### config.mk
export PLATFORM = sky130hd
export DESIGN_NAME = ifetch_stage
export DESIGN_NICKNAME = d
export VERILOG_FILES = /design/src/rtl/ifetch_stage_pkg.sv /design/src/rtl/ifetch_stage_npc_sel.sv /design/src/rtl/ifetch_stage.sv
export SDC_FILE = /design/constraint.sdc
export NUM_CORES = 1
export LEC_CHECK = 0
export BUFFER_PORTS_ARGS = -buffer_cell sky130_fd_sc_hd__buf_2
export CORE_MARGIN = 4
export CORE_UTILIZATION = 55
export DETAILED_ROUTE_END_ITERATION = 10
export PLACE_DENSITY = 0.9
export SLEW_MARGIN = 20
export SYNTH_ARGS = -nofsm -noshare
export SYNTH_HDL_FRONTEND = slang
export SYNTH_HIERARCHICAL = 1
export SYNTH_SLANG_ARGS = --single-unit
### constraint.sdc
create_clock -name clk -period 4 [get_ports clk]
set_clock_uncertainty 0.05 [all_clocks]
set_input_delay 0.4 -clock clk [delete_from_list [all_inputs] [get_ports clk]]
set_output_delay 0.4 -clock clk [all_outputs]
set_load 0.01 [all_outputs]
### src/rtl/ifetch_stage_pkg.sv
// Shared fetch-stage types and constants: FSM encoding, exception codes, default vectors.
package ifetch_stage_pkg;

   localparam logic [31:0] DEF_RESET_PC = 32'hBFC0_0000;
   localparam logic [31:0] DEF_EX_ENTRY = 32'hBFC0_0380;
   localparam logic [4:0]  EX_ADEL      = 5'h04;

   typedef enum logic {
      S_REQ  = 1'b0,
      S_WAIT = 1'b1
   } fetch_state_e;

   function automatic logic misaligned(input logic [31:0] addr);
      return addr[1:0] != 2'b00;
   endfunction

endpackage

### src/rtl/ifetch_stage_npc_sel.sv
// Next fetch-PC priority mux: exception entry, then ERET, then branch target, then sequential.
module ifetch_stage_npc_sel (
   input  logic        ex_flush,
   input  logic        eret_flush,
   input  logic [31:0] ex_entry,
   input  logic [31:0] cp0_epc,
   input  logic        br_take,
   input  logic [31:0] br_target,
   input  logic [31:0] fetch_pc,
   output logic [31:0] next_pc
);

   always_comb begin
      next_pc = fetch_pc + 32'd4;
      if (ex_flush)
         next_pc = ex_entry;
      else if (eret_flush)
         next_pc = cp0_epc;
      else if (br_take)
         next_pc = br_target;
   end

endmodule

### src/rtl/ifetch_stage.sv
// Instruction-fetch stage: PC ownership, single-outstanding SRAM handshake, redirect and flush handling.
module ifetch_stage
   import ifetch_stage_pkg::*;
#(
   parameter logic [31:0] RESET_PC = DEF_RESET_PC,
   parameter logic [31:0] EX_ENTRY = DEF_EX_ENTRY
) (
   input  logic        clk,
   input  logic        reset,
   input  logic        id_allowin,
   input  logic        br_taken,
   input  logic [31:0] br_target,
   input  logic        ex_flush,
   input  logic        eret_flush,
   input  logic [31:0] cp0_epc,
   output logic        inst_sram_req,
   output logic [31:0] inst_sram_addr,
   input  logic        inst_sram_addr_ok,
   input  logic        inst_sram_data_ok,
   input  logic [31:0] inst_sram_rdata,
   output logic        if_valid,
   output logic [31:0] if_pc,
   output logic [31:0] inst,
   output logic        if_cp0_ex,
   output logic [4:0]  if_cp0_excode,
   output logic [31:0] if_badvaddr
);

   fetch_state_e state, state_nxt;
   logic [31:0]  fetch_pc, inflight_pc, br_target_q, target_sel, next_pc;
   logic         br_pending, ds_issued, discard;
   logic         flush, busy, br_new, issue_ok, accept, exc_load, load_data, advance;
   logic         br_take, wrong_path, redir;

   assign flush          = ex_flush | eret_flush;
   assign busy           = if_valid | (state == S_WAIT);
   assign br_new         = br_taken & ~flush;
   assign accept         = inst_sram_req & inst_sram_addr_ok;
   assign advance        = accept | exc_load;
   assign inst_sram_addr = fetch_pc;

   always_ff @(posedge clk) begin
      if (reset)
         state <= S_REQ;
      else
         state <= state_nxt;
   end

   always_comb begin
      state_nxt = state;
      case (state)
         S_REQ:   if (accept) state_nxt = S_WAIT;
         S_WAIT:  if (inst_sram_data_ok) state_nxt = S_REQ;
         default: state_nxt = S_REQ;
      endcase
   end

   always_comb begin
      issue_ok      = !reset && (state == S_REQ) && (!if_valid || id_allowin) && !flush;
      inst_sram_req = issue_ok && !misaligned(fetch_pc);
      exc_load      = issue_ok && misaligned(fetch_pc);
      load_data     = !reset && (state == S_WAIT) && inst_sram_data_ok && !discard && !flush;
   end

   // Redirect as soon as the delay slot is out (or leaving now); an address already
   // presented is held until accepted, and that wrong-path fetch is then discarded.
   always_comb begin
      br_take    = 1'b0;
      wrong_path = 1'b0;
      target_sel = br_target_q;
      if (br_new) begin
         br_take    = busy || advance;
         wrong_path = busy;
         target_sel = br_target;
      end else if (br_pending) begin
         br_take    = ds_issued || advance;
         wrong_path = ds_issued;
      end
      redir = br_take && (advance || !inst_sram_req);
   end

   ifetch_stage_npc_sel u_npc_sel (
      .ex_flush   (ex_flush),
      .eret_flush (eret_flush),
      .ex_entry   (EX_ENTRY),
      .cp0_epc    (cp0_epc),
      .br_take    (br_take),
      .br_target  (target_sel),
      .fetch_pc   (fetch_pc),
      .next_pc    (next_pc)
   );

   always_ff @(posedge clk) begin
      if (reset) begin
         fetch_pc      <= RESET_PC;
         inflight_pc   <= '0;
         br_target_q   <= '0;
         br_pending    <= 1'b0;
         ds_issued     <= 1'b0;
         discard       <= 1'b0;
         if_valid      <= 1'b0;
         if_pc         <= '0;
         inst          <= '0;
         if_cp0_ex     <= 1'b0;
         if_cp0_excode <= '0;
         if_badvaddr   <= '0;
      end else begin
         if (flush || advance || redir)
            fetch_pc <= next_pc;
         if (accept)
            inflight_pc <= fetch_pc;

         if (flush || redir) begin
            br_pending <= 1'b0;
            ds_issued  <= 1'b0;
         end else if (br_new) begin
            br_pending  <= 1'b1;
            br_target_q <= br_target;
            ds_issued   <= busy;
         end

         if (state == S_WAIT) begin
            if (inst_sram_data_ok)
               discard <= 1'b0;
            else if (flush)
               discard <= 1'b1;
         end else if (accept && wrong_path) begin
            discard <= 1'b1;
         end

         if (flush)
            if_valid <= 1'b0;
         else if (load_data || exc_load)
            if_valid <= 1'b1;
         else if (id_allowin)
            if_valid <= 1'b0;

         if (load_data) begin
            inst          <= inst_sram_rdata;
            if_pc         <= inflight_pc;
            if_cp0_ex     <= 1'b0;
            if_cp0_excode <= '0;
            if_badvaddr   <= '0;
         end else if (exc_load) begin
            inst          <= '0;
            if_pc         <= fetch_pc;
            if_cp0_ex     <= 1'b1;
            if_cp0_excode <= EX_ADEL;
            if_badvaddr   <= fetch_pc;
         end
      end
   end

endmodule

; ---- Yosys cells after proc, flatten, opt, wreduce, memory -nomap -nowiden
; Index checks and enable logic that the tools add are counted.
[op_classes]
add_sub_neg = 1
n_eq_ne = 1
muxes = 21
bitwise = 7
n_reduce_logical = 33
[ops]
columns = operator, n
row1 = two-way mux 32 bit, 8
row2 = "adder 32 x 3 -> 32 bit, second input constant", 1
row3 = two-way mux 1 bit, 12
row4 = logical AND 1 bit, 11
row5 = logical OR 1 bit, 8
row6 = nonzero test 2 bit, 4
row7 = zero test 1 bit, 6
row8 = OR reduction 2 bit, 3
row9 = "inequality test 3 x 2 -> 1 bit, second input constant", 1
row10 = OR 1 bit, 3
row11 = AND 1 bit, 2
row12 = NOT 1 bit, 2
row13 = one-hot mux 1 bit (2 select lines), 1
row14 = AND reduction 2 bit, 1
[totals]
register_bits = 198
input_bits = 104
output_inout_bits = 136
word_cells = 75

; ---- Logic depth before layout (Yosys ltp)
; Gate-level depths: netlist of the first run.
[depth]
word_depth = 13
mapped_depth = 15
depth_no_buf = 12

; ---- By module
; The synthesis of the first run kept the hierarchy.
[by_module_without_submodules]
columns = module, instances, cells_each, area_per_inst_um2, seq_area_each_um2
row1 = ifetch_stage, 1, 874, 7876.3, 3963.8
row2 = ifetch_stage_npc_sel, 1, 247, 1486.4, 0.0

; ---- Least setup slack after synthesis of the first run
; No wires, ideal clock.
[synth_path]
kind = input port to flip-flop
start = input eret_flush
end = register fetch_pc[26] (netlist: inst_sram_addr[26])
setup_ps = 72
arrival_ps = 2525
required_time_ps = 3878
slack_ps = 1353
path_stages = 13
path_buffers = 3
cell_sequence = nor3_1 -> nand4_1 -> clkbuf_1 -> a31oi_1 -> buf_2 -> nor2b_1 -> buf_2 -> a221oi_1 -> o21ai_0 -> o21ai_0 -> a21oi_1 -> nor2_1 -> mux2i_1
[synth_via]
elab_chain_len = 12
word_cells_on_any_way = 22
classes_between = mux (6) / bitwise (5) / reduce/logical (11)
[synth_rtl]
columns = item, line_no
row1 = start: declaration, ifetch_stage.sv:14  ; input logic eret_flush,
row2 = OR 1 bit *, ifetch_stage.sv:35  ; assign flush = ex_flush | eret_flush;
row3 = zero test 1 bit, ifetch_stage.sv:59  ; issue_ok = !reset && (state == S_REQ) && (!if_valid || id_allowin) && !flush;
row4 = logical AND 1 bit, ifetch_stage.sv:59
row5 = logical AND 1 bit, ifetch_stage.sv:60  ; inst_sram_req = issue_ok && !misaligned(fetch_pc);
row6 = AND 1 bit, ifetch_stage.sv:38  ; assign accept = inst_sram_req & inst_sram_addr_ok;
row7 = OR 1 bit, ifetch_stage.sv:39  ; assign advance = accept | exc_load;
row8 = logical OR 1 bit, ifetch_stage.sv:76  ; br_take = ds_issued || advance;
row9 = two-way mux 1 bit, ifetch_stage.sv:75  ; end else if (br_pending) begin
row10 = two-way mux 1 bit *, ifetch_stage.sv:71  ; if (br_new) begin
row11 = via br_take, ifetch_stage.sv:33  ; logic br_take, wrong_path, redir;
row12 = two-way mux 32 bit *, ifetch_stage_npc_sel.sv:19  ; else if (br_take)
row13 = two-way mux 32 bit *, ifetch_stage_npc_sel.sv:17  ; else if (eret_flush)
row14 = two-way mux 32 bit *, ifetch_stage_npc_sel.sv:15  ; if (ex_flush)
row15 = via next_pc[26], ifetch_stage.sv:30  ; logic [31:0] fetch_pc, inflight_pc, br_target_q, target_sel, next_pc;
row16 = end signal: assignment, ifetch_stage.sv:109  ; fetch_pc <= next_pc;
row17 = end: declaration, ifetch_stage.sv:30
; The timed path passes the listed nets; every way through them passes the cells marked *.
; A chain may end at the register's enable or synchronous reset.

; ---- Final worst setup path of the first run
[layout_path]
start = register state
end = register fetch_pc[31] (netlist: inst_sram_addr[31])
[layout_via]
elab_chain_len = 13
word_cells_on_any_way = 21
classes_between = mux (5) / bitwise (4) / reduce/logical (12)
[layout_rtl]
columns = item, line_no
row1 = start: declaration, ifetch_stage.sv:29  ; fetch_state_e state, state_nxt;
row2 = start signal: assignment, ifetch_stage.sv:46  ; state <= state_nxt;
row3 = NOT 1 bit, ifetch_stage.sv:59
row4 = logical AND 1 bit (3 in a row), ifetch_stage.sv:59
row5 = logical AND 1 bit, ifetch_stage.sv:60
row6 = AND 1 bit, ifetch_stage.sv:38
row7 = OR 1 bit, ifetch_stage.sv:39
row8 = logical OR 1 bit, ifetch_stage.sv:76
row9 = two-way mux 1 bit, ifetch_stage.sv:75
row10 = two-way mux 1 bit *, ifetch_stage.sv:71
row11 = via br_take, ifetch_stage.sv:33
row12 = two-way mux 32 bit *, ifetch_stage_npc_sel.sv:19
row13 = two-way mux 32 bit *, ifetch_stage_npc_sel.sv:17
row14 = two-way mux 32 bit *, ifetch_stage_npc_sel.sv:15
row15 = via next_pc[31], ifetch_stage.sv:30
; Marked as above.

==> results.tsv, run 1 <==
metric	value	unit
status	complete, no violations	
multiplexer area fraction after synthesis	11.3	%
worst IR drop on VDD	0.313	mV
Detailed Routing Iterations Pass 1	6	
GP Congestion	0.960	
largest cells by area after synthesis	dfxtp_1 (42%), nand2_1 (7.8%), mux2i_1 (7.4%)	
mapped cell area	9360	µm²
Skew-Pair Late Insertion Delay	0.45	ns
area of the multi-input gates	5100	µm²
root buffer cell	clkbuf_16	
post-route minimum period	2.92	ns
Reg-to-Reg End	inst_sram_addr[31]	
post-synthesis xor/xnor area fraction	2.43	%
Worst R2R Path Depth	14	
Top FF cell, synth	dfxtp_1	
CTS tree	done	
HP Class	input pin to register	
sequential area share after synthesis	42.3	%
Die X	138	µm
Starting Density	56.3	%
ratio of final minimum period to clock period	73.0	%
post-route cell area	11300	µm²
Yosys warning count	6	
largest family of logic cells by synthesized area	simple AND/OR/NAND/NOR gates	
startpoint types	register	
leakage	4.68	nW
Die Ht	138	µm
post-route DRC violation count	0	
1st-iter DRT viols	1005	
WP data required	4.26	ns
crit end category	register	
Endpoint, Worst Hold	inst[28]	
synth unique cells	61	
post-synth top area cell	dfxtp_1	
number of synthesized flops with an enable pin	0	
Max-Slew Margin vs Limit	39.2	%
cell family with most CP delay	buffers and inverters	
gr usage total	29.0	%
Post-synth top cells	dfxtp_1 (198), nand2_1 (195), a21oi_1 (91)	
share of layout cells above drive strength 1	25.1	%
diodes inserted	0	
fmax	343	MHz
vias in the first global route	8796	
PD cells	383	nW/µm²
Clock Path Buffers	2	
Synth top area share	42.3	%
Tightest Pin Transition	0.909	ns
initial antenna violation count	0	
largest net degree at the start of global routing	123	
most numerous cell in the Yosys netlist	dfxtp_1	
worst reg2reg setup slack	1.08	ns
CP most frequent cell	buf_4	
Hold Crit Depth	3	
final-report max-slew violation count	0	
Worst Setup SP	state	
post-CTS sizing	0	
#FFs+latches synth	198	
# nets final	1436	
Synth Area in Adders	0.134	%
hold_buf cts	0	
Post-synth ARST share	0	%
dpl ws	0.826	ns
CP max stage delay	0.53	ns
HP Start	inst_sram_rdata[28]	
synthesized area per cell	8.35	µm²
total power	4.33	mW
Buf+Inv Stages, Crit Path	5	
Fin. Hold Viols	0	
wire length per cell	18.6	µm
post-route ant nets	0	
Reg area	3960	µm²
Area growth syn-to-layout	20.8	%
setup slack after layout	1.08	ns
Buffers on Ports	235	
final setup fails	0	
post-CTS setup buffer count	0	
Post-Route WL	29.0	mm
CP Max Fanout	32	
crit path kind	register to register	
Setup TNS	0	ns
Synth Area in Simple Gates	19.3	%
fill cell count	1338	
first-pass GRT wire length	45.7	mm
DP HPWL	19.8	mm
worst path cell trace	inv_1 -> nand4_1 -> buf_4 -> inv_1 -> nand2_1 -> a31oi_1 -> buf_4 -> nor2b_1 -> buf_4 -> a22oi_1 -> nor2_1 -> a221o_1 -> nor2_1 -> mux2i_1	
Cell Area, Placed	10700	µm²
IO Pins	240	
Site Rows	47	
TritonCTS Buffers	17	
via count	9384	
Avg Vias per Cell	6.00	
RSZ-0062 raised after global routing	no	
Core ar.	16600	µm²
H-tree lvl count	4	
crit path max-delay cell type	dfxtp_1	
max cap viols	0	
RR Startpoint	state	
Reg clk slew, reported paths	0.08	ns
Die Footprint	19200	µm²
GR Overflow Total	0	
WP data arrival	3.18	ns
Compound-Gate Fraction of Synth Area	19.3	%
Gate Count Post-Synth	1121	
Num Clock Sinks	198	
==> through the flow <==
step / hold slack (ns) / std cells / util (%)
5_1_grt: 0.131 / 1564 / 67.9
4_1_cts: 0.127 / 1564 / 67.9
2_1_floorplan: 0.382 / 1155 / -
3_5_place_dp: 0.398 / 1532 / 64.4
3_3_place_gp: 0.390 / 1532 / 64.4
6_report: 0.137 / 1564 / 67.9
==> state kept, by name (all words and copies together), names as in the netlist <==
register,cells
br_pending,1
inflight_pc,32
discard,1
inst,32
state,1
if_pc,32
if_badvaddr,32
br_target_q,32
if_cp0_ex,1
inst_sram_addr,32
ds_issued,1
if_valid,1
==> layer usage <==
| layer | wire [µm] | up-vias | global-route usage (%) |
|---|---|---|---|
| li1 | - | 4357 | - |
| met2 | 14100 | 494 | 48.0 |
| met4 | 1110 | 0 | 13.5 |
| met3 | 2610 | 81 | 5.97 |
| met1 | 11200 | 4452 | 36.3 |
| met5 | 0 | - | 0 |
==> how the worst max path moves through the flow <==
stage,slack [ns],depth (start not counted),endpoint
after floorplan,1.35,13,inst_sram_addr[26]
after global placement,0.92,14,inst_sram_addr[24]
after detailed placement,0.83,14,inst_sram_addr[25]
after CTS,1.14,14,inst_sram_addr[31]
after global routing,0.84,14,inst_sram_addr[26]
final,1.08,14,inst_sram_addr[31]
==> cell type report <==
| class | count | share of cell area [%] |
|---|---|---|
| clock buffers | 19 | 4.01 |
| clock inverters | 13 | 1.22 |
| inverters | 10 | 0.343 |
| multi-input cells | 848 | 45.1 |
| flip-flops and latches | 198 | 35.1 |
| well taps | 220 | 2.43 |
| repair buffers | 256 | 11.9 |
==> where the power goes <==
group	internal, mW	switching (mW)
sequential	2.03	0.104
clock	0.863	0.833
combinational	0.207	0.294
==> kinds of logic (layout without fill, tap and decap cells) <==
group,count (synthesis),after routing
buffers and inverters,109,298
AOI/OAI and AO/OA,293,293
muxes,102,102
DFF,198,198
xor gates and xnor gates,26,26
other,2,36
and+or+nand+nor,390,390
adders and majority gates,1,1
==> cells in the final DEF, fill, tap and decap left out, types with 2 or more instances in the layout <==
master,instances
nor2b_1,2
and3_1,8
a31oi_1,2
clkbuf_8,2
buf_2,234
a22o_1,30
a221oi_1,2
nor2_1,43
mux2_2,33
nor3_2,2
inv_8,4
nand4b_1,2
a21oi_1,91
xor2_1,15
a221o_1,2
nor3_1,9
o22ai_1,10
buf_4,21
inv_1,8
nand3_1,73
or2_2,2
nor4_4,2
a311oi_1,2
o221ai_1,7
a32oi_1,2
a22oi_1,40
nand4_1,16
conb_1,36
mux2i_1,69
dfxtp_1,198
clkinv_4,5
o21ai_0,89
nand2b_1,26
xnor2_1,11
nand2_1,195
clkbuf_16,17
o211ai_1,2
a211oi_1,2
a2bb2oi_1,2
clkinv_8,2
==> tightest hold or removal path: cells and delay by family <==
| kind | cells | cell delay (ns) |
|---|---|---|
| AND/OR/NAND/NOR | 1 | 0.04 |
| AO/OA/AOI/OAI | 1 | 0.05 |
| buffers and inverters | 1 | 0.09 |
Power figures use the tool's default switching activity.
==> run 2, diff against run 1 <==
--- a/config.mk
+++ b/config.mk
@@ -5,11 +5,12 @@
 export SDC_FILE = /design/constraint.sdc
 export NUM_CORES = 1
 export LEC_CHECK = 0
+export ABC_AREA = 1
 export BUFFER_PORTS_ARGS = -buffer_cell sky130_fd_sc_hd__buf_2
 export CORE_MARGIN = 4
-export CORE_UTILIZATION = 55
+export CORE_UTILIZATION = 54
 export DETAILED_ROUTE_END_ITERATION = 10
-export PLACE_DENSITY = 0.9
+export PLACE_DENSITY = 0.88
 export SLEW_MARGIN = 20
 export SYNTH_ARGS = -nofsm -noshare
 export SYNTH_HDL_FRONTEND = slang
==> constraint.sdc (replaced) <==
create_clock -name clk -period 2.9 [get_ports clk]
set_clock_uncertainty 0.05 [all_clocks]
set_input_delay 0.29 -clock clk [delete_from_list [all_inputs] [get_ports clk]]
set_output_delay 0.29 -clock clk [all_outputs]
set_load 0.01 [all_outputs]
==> results.tsv, run 2 <==
metric	value	unit	change
status	complete, no violations		unchanged
Die X	145	µm	was 138 µm
most numerous cell in the Yosys netlist	nand2_1		was dfxtp_1
Die Footprint	20900	µm²	was 19,200 µm²
worst reg2reg setup slack	0.73	ns	was 1.08 ns
Reg-to-Reg End	inst_sram_addr[4]		was inst_sram_addr[31]
CTS tree	done		unchanged
largest net degree at the start of global routing	66		was 123
worst path cell trace	nor2_2 -> nand2_2 -> nor2_8 -> o21ai_2 -> nand2_1 -> nand3_4 -> buf_12 -> a21oi_1 -> nor2_1		was inv_1 -> nand4_1 -> buf_4 -> inv_1 -> nand2_1 -> a31oi_1 -> buf_4 -> nor2b_1 -> buf_4 -> a22oi_1 -> nor2_1 -> a221o_1 -> nor2_1 -> mux2i_1
root buffer cell	clkbuf_16		unchanged
WP data arrival	2.45	ns	was 3.18 ns
post-CTS setup buffer count	0		unchanged
share of layout cells above drive strength 1	20.9	%	was 25.1%
post-route ant nets	0		unchanged
Fin. Hold Viols	0		unchanged
Clock Path Buffers	2		unchanged
first-pass GRT wire length	47.6	mm	was 45.7 mm
Post-synth top cells	nand2_1 (389), dfxtp_1 (198), a21oi_1 (175)		was dfxtp_1 (198), nand2_1 (195), a21oi_1 (91)
Synth top area share	39.3	%	was 42.3%
wire length per cell	15.0	µm	was 18.6 µm
#FFs+latches synth	198		unchanged
fmax	460	MHz	was 343 MHz
TritonCTS Buffers	17		unchanged
post-CTS sizing	0		unchanged
worst IR drop on VDD	0.403	mV	was 0.313 mV
post-route minimum period	2.17	ns	was 2.92 ns
crit end category	register		unchanged
Area growth syn-to-layout	18.9	%	was 20.8%
diodes inserted	0		unchanged
# nets final	1860		was 1,436
ratio of final minimum period to clock period	74.9	%	was 73.0%
crit path max-delay cell type	nand3_4		was dfxtp_1
Detailed Routing Iterations Pass 1	5		was 6
IO Pins	240		unchanged
RSZ-0062 raised after global routing	no		unchanged
Avg Vias per Cell	5.39		was 6.00
synthesized area per cell	6.52	µm²	was 8.35 µm²
HP Start	inst_sram_rdata[18]		was inst_sram_rdata[28]
Buf+Inv Stages, Crit Path	1		was 5
number of synthesized flops with an enable pin	0		unchanged
largest cells by area after synthesis	dfxtp_1 (39%), nand2_1 (14%), a21oi_1 (8.7%)		was dfxtp_1 (42%), nand2_1 (7.8%), mux2i_1 (7.4%)
final-report max-slew violation count	0		unchanged
final setup fails	0		unchanged
RR Startpoint	state		unchanged
DP HPWL	20.7	mm	was 19.8 mm
post-route DRC violation count	0		unchanged
Endpoint, Worst Hold	inst[18]		was inst[28]
HP Class	input pin to register		unchanged
PD cells	524	nW/µm²	was 383 nW/µm²
max cap viols	0		unchanged
Buffers on Ports	235		unchanged
crit path kind	register to register		unchanged
Starting Density	55.6	%	was 56.3%
GP Congestion	0.945		was 0.960
Worst R2R Path Depth	9		was 14
Skew-Pair Late Insertion Delay	0.45	ns	about the same
synth unique cells	37		was 61
Max-Slew Margin vs Limit	40.1	%	was 39.2%
post-synth top area cell	dfxtp_1		unchanged
sequential area share after synthesis	39.3	%	was 42.3%
startpoint types	register		unchanged
Util after Layout	66.1	%	was 67.9%
dpl ws	0.512	ns	was 0.826 ns
CP Max Fanout	62		was 32
mapped cell area	10100	µm²	was 9360 µm²
cell family with most CP delay	simple AND/OR/NAND/NOR gates		was buffers and inverters
Site Rows	49		was 47
Tightest Pin Transition	0.897	ns	was 0.909 ns
gr usage total	28.0	%	was 29.0%
leakage	5.92	nW	was 4.68 nW
Die Ht	145	µm	was 138 µm
H-tree lvl count	4		unchanged
Setup TNS	0	ns	unchanged
via count	10800		was 9,384
CP max stage delay	0.43	ns	was 0.53 ns
Reg clk slew, reported paths	0.08	ns	about the same
most frequent cells in the layout	nand2_1 (389), buf_2 (235), dfxtp_1 (198)		was buf_2 (234), dfxtp_1 (198), nand2_1 (195)
commonest non-fill, non-tap cell in the layout	nand2_1		was buf_2
setup slack after layout	0.727	ns	was 1.08 ns
1st-iter DRT viols	1074		was 1,005
Core ar.	18100	µm²	was 16,600 µm²
WP data required	3.18	ns	was 4.26 ns
hold_buf cts	0		unchanged
Post-Route WL	30.0	mm	was 29.0 mm
initial antenna violation count	0		unchanged
vias in the first global route	9725		was 8,796
Yosys warning count	6		unchanged
Top FF cell, synth	dfxtp_1		unchanged
GR Overflow Total	0		unchanged
Post-synth ARST share	0	%	unchanged
Num Clock Sinks	198		unchanged
Levels on crit path	9		was 14
Gate Count Post-Synth	1547		was 1,121
Hold Crit Depth	3		unchanged
run 2: kinds of logic after synthesis:
| family | synth area share, % |
|---|---|
| buffers and inverters | 10.1 |
| other | 0.0744 |
| AND/OR/NAND/NOR | 33.4 |
| adder cells (fa/ha/maj) | 0.124 |
| XOR/XNOR | 0.608 |
| AO/OA/AOI/OAI | 16.4 |
| flip-flops | 39.3 |
run 2: report_power, final:
part	total, mW	internal, mW	switching, mW
clock network	2.41	1.17	1.24
logic	0.902	0.344	0.558
registers	2.98	2.84	0.140
run 2: metal layers:
layer / GRT usage, % / part of all wire (%) / routed length, µm
met1: 38.7 / 42 / 12700
met2: 44.4 / 46 / 13700
met3: 4.86 / 9.3 / 2780
met4: 10.2 / 2.7 / 823
met5: 0 / 0 / 0
run 2: tightest hold or removal path, cell delays in order:
cell and delay [ns]:
buf_2 0.10, nand3_1 0.06, a21oi_1 0.06
run 2: area by class of cell:
| cell class | count | area, µm² |
|---|---|---|
| Sequential cell | 198 | 3960 |
| Timing Repair Buffer | 259 | 1390 |
| Clock inverter | 15 | 174 |
| Inverter | 134 | 504 |
| Tap cell | 229 | 287 |
| Fill cell | 1565 | 6150 |
| Clock buffer | 17 | 425 |
| Multi-Input combinational cell | 1145 | 5250 |
run 2: how the worst max path moves through the flow:
stage / from / end
floorplan: eret_flush / inst_sram_addr[12]
global placement: eret_flush / inst_sram_addr[1]
detailed placement: eret_flush / inst_sram_addr[0]
CTS: state / inst_sram_addr[4]
global route: inst_sram_addr[0] / inst_sram_addr[4]
finish: state / inst_sram_addr[4]
run 2: stage by stage:
| stage | power, mW | std cells | cell area, µm² | hold WS, ns |
|---|---|---|---|---|
| 6_report | 6.29 | 1997 | 12000 | 0.0547 |
| 2_1_floorplan | 3.59 | 1581 | 10200 | 0.372 |
| 3_5_place_dp | 3.92 | 1965 | 11400 | 0.389 |
| 4_1_cts | 6.29 | 1997 | 12000 | 0.0479 |
| 5_1_grt | 6.54 | 1997 | 12000 | 0.0543 |
| 3_3_place_gp | 3.89 | 1965 | 11400 | 0.382 |
==> run 3, diff against run 2 <==
--- a/config.mk
+++ b/config.mk
@@ -8,9 +8,9 @@
 export ABC_AREA = 1
 export BUFFER_PORTS_ARGS = -buffer_cell sky130_fd_sc_hd__buf_2
 export CORE_MARGIN = 4
-export CORE_UTILIZATION = 54
+export CORE_UTILIZATION = 49
 export DETAILED_ROUTE_END_ITERATION = 10
-export PLACE_DENSITY = 0.88
+export PLACE_DENSITY = 0.85
 export SLEW_MARGIN = 20
 export SYNTH_ARGS = -nofsm -noshare
 export SYNTH_HDL_FRONTEND = slang
==> constraint.sdc (replaced) <==
create_clock -name clk -period 1.83 [get_ports clk]
set_clock_uncertainty 0.05 [all_clocks]
set_input_delay 0.183 -clock clk [delete_from_list [all_inputs] [get_ports clk]]
set_output_delay 0.183 -clock clk [all_outputs]
set_load 0.01 [all_outputs]
==> results.tsv, run 3 (same netlist as run 2, synthesis figures left out) <==
metric	value	unit	change
HP Start	inst_sram_rdata[24]		was inst_sram_rdata[18]
area of the multi-input gates	5590	µm²	was 5250 µm²
post-route minimum period	1.97	ns	was 2.17 ns
worst IR drop on VDD	0.641	mV	was 0.403 mV
Max-Slew Margin vs Limit	38.7	%	was 40.1%
PD cells	762	nW/µm²	was 524 nW/µm²
max cap viols	0		unchanged
Detailed Routing Iterations Pass 1	6		was 5
fmax	507	MHz	was 460 MHz
failing checks	negative setup slack		
Core ar.	20200	µm²	was 18,100 µm²
setup slack after layout	-0.142	ns	was 0.727 ns
root buffer cell	clkbuf_16		unchanged
TritonCTS Buffers	17		unchanged
Reg clk slew, reported paths	0.08	ns	about the same
GP Congestion	0.880		was 0.945
Worst R2R Path Depth	13		was 9
WP data required	2.15	ns	was 3.18 ns
diodes inserted	0		unchanged
1st-iter DRT viols	1386		was 1,074
H-tree lvl count	4		unchanged
leakage	6.74	nW	was 5.92 nW
worst reg2reg setup slack	-0.14	ns	was 0.73 ns
fill cell count	1545		was 1,565
first-pass GRT wire length	51.3	mm	was 47.6 mm
Area growth syn-to-layout	36.7	%	was 18.9%
CTS tree	done		unchanged
DP HPWL	22.9	mm	was 20.7 mm
RSZ-0062 raised after global routing	yes		was no
Skew-Pair Late Insertion Delay	0.44	ns	was 0.45 ns
Die Ht	151	µm	was 145 µm
crit end category	register		unchanged
Starting Density	49.9	%	was 55.6%
Reg-to-Reg End	inst_sram_addr[14]		was inst_sram_addr[4]
share of layout cells above drive strength 1	28.2	%	was 20.9%
Endpoint, Worst Hold	inst[24]		was inst[18]
final-report max-slew violation count	0		unchanged
post-route DRC violation count	0		unchanged
Die X	151	µm	was 145 µm
Fin. Hold Viols	0		unchanged
Hold Crit Depth	3		unchanged
GR Overflow Total	0		unchanged
Num Clock Sinks	198		unchanged
Die Footprint	23000	µm²	was 20,900 µm²
final std cells w/o fill	2159		was 1,997
startpoint types	register		unchanged
ratio of final minimum period to clock period	108	%	was 74.9%
Avg Vias per Cell	5.50		was 5.39
commonest non-fill, non-tap cell in the layout	nand2_1		unchanged
Post-Route WL	37.0	mm	was 30.0 mm
Reg area	3970	µm²	was 3960 µm²
RR Startpoint	if_valid		was state
vias in the first global route	10400		was 9,725
Buffers on Ports	235		unchanged
WP data arrival	2.30	ns	was 2.45 ns
status	finished, violations left		was complete, no violations
final setup fails	51		was 0
CP Max Fanout	6		was 62
wire length per cell	17.1	µm	was 15.0 µm
largest net degree at the start of global routing	66		unchanged
HP Class	input pin to register		unchanged
dpl ws	-0.0345	ns	was 0.512 ns
Site Rows	52		was 49
IO Pins	240		unchanged
crit path kind	register to register		unchanged
most frequent cells in the layout	nand2_1 (379), buf_2 (235), dfxtp_1 (192)		was nand2_1 (389), buf_2 (235), dfxtp_1 (198)
met1 GRT Util	36.3	%	was 38.7%
GR Layer Usage met3	5.09	%	was 4.86%
# nets final	1981		was 1,860
GR peak layer	met2		unchanged
Clock Path Buffers	2		unchanged
initial antenna violation count	0		unchanged
via count	11900		was 10.8k
Placed Cells	2071		was 1,965
post-route ant nets	0		unchanged
Tightest Pin Transition	0.919	ns	was 0.897 ns
GR Layer Usage met2	46.7	%	was 44.4%
gr usage total	27.9	%	was 28.0%
Util after Layout	68.1	%	was 66.1%
[run 3: how the worst max path moves through the flow]
| stage | endpoint | startpoint | slack [ns] |
|---|---|---|---|
| 2_1_floorplan | inst_sram_addr[12] | if_valid | 0.02 |
| 3_5_place_dp | br_target_q[31] | if_valid | -0.03 |
| 6_report | inst_sram_addr[14] | if_valid | -0.14 |
| 4_1_cts | inst_sram_addr[7] | if_valid | -0.02 |
| 3_3_place_gp | inst_sram_addr[12] | inst_sram_addr[2] | -0.04 |
| 5_1_grt | inst_sram_addr[1] | if_valid | -0.25 |
[run 3: worst max-delay path: stages, from the launching register on]
cell and delay [ns]:
dfxtp_2 0.33, buf_4 0.15, nor2_4 0.14, nand2_1 0.09
nand2_2 0.12, a21oi_4 0.09, inv_4 0.15, clkbuf_16 0.18
nor2_1 0.05, nor2_1 0.11, nand2_1 0.07, a21oi_1 0.18
a21oi_1 0.08, nor2_1 0.11
[run 3: report_power, final]
group	internal [mW]	leakage, nW	switching, mW	total (mW)
clock network	1.88	0.300	2.04	3.92
logic	0.794	4.82	1.14	1.93
registers	4.49	1.62	0.148	4.64
[run 3: cell type report]
type | count | share of cell area (%)
sequential | 198 | 28.8
clock inverter | 15 | 1.40
multi-input combinational | 1146 | 40.5
timing repair buffer | 379 | 20.0
inverter | 134 | 3.68
tap | 270 | 2.45
clock buffer | 17 | 3.09
[run 3: repair_timing]
| action | in CTS | in global routing |
|---|---|---|
| buffers inserted | 3 | 13 |
| pin swaps | 6 | 40 |
| cloned | 1 | 11 |
| gates resized for setup | 12 | 100 |
| endpoints found under the hold margin | 28 | 0 |
| endpoints found under the setup margin | 55 | 66 |
| hold buffers | 28 | 0 |
[run 3: metal layers]
metal	share of wire [%]	routed length, µm
met5	0	0
met4	3.8	1420
met3	11	4060
met2	47	17200
met1	39	14300
[run 3: through the flow]
| step | hold WS [ns] | cell area, µm² | power (mW) | setup TNS [ns] |
|---|---|---|---|---|
| after floorplan | 0.298 | 10200 | 5.69 | 0 |
| after global placement | 0.379 | 12100 | 6.34 | -0.0433 |
| after detailed placement | 0.380 | 12100 | 6.38 | -0.381 |
| after CTS | 0.00446 | 13000 | 10.3 | -0.154 |
| after global routing | 0.00156 | 13800 | 10.9 | -7.66 |
| final | 0.0252 | 13800 | 10.5 | -2.39 |
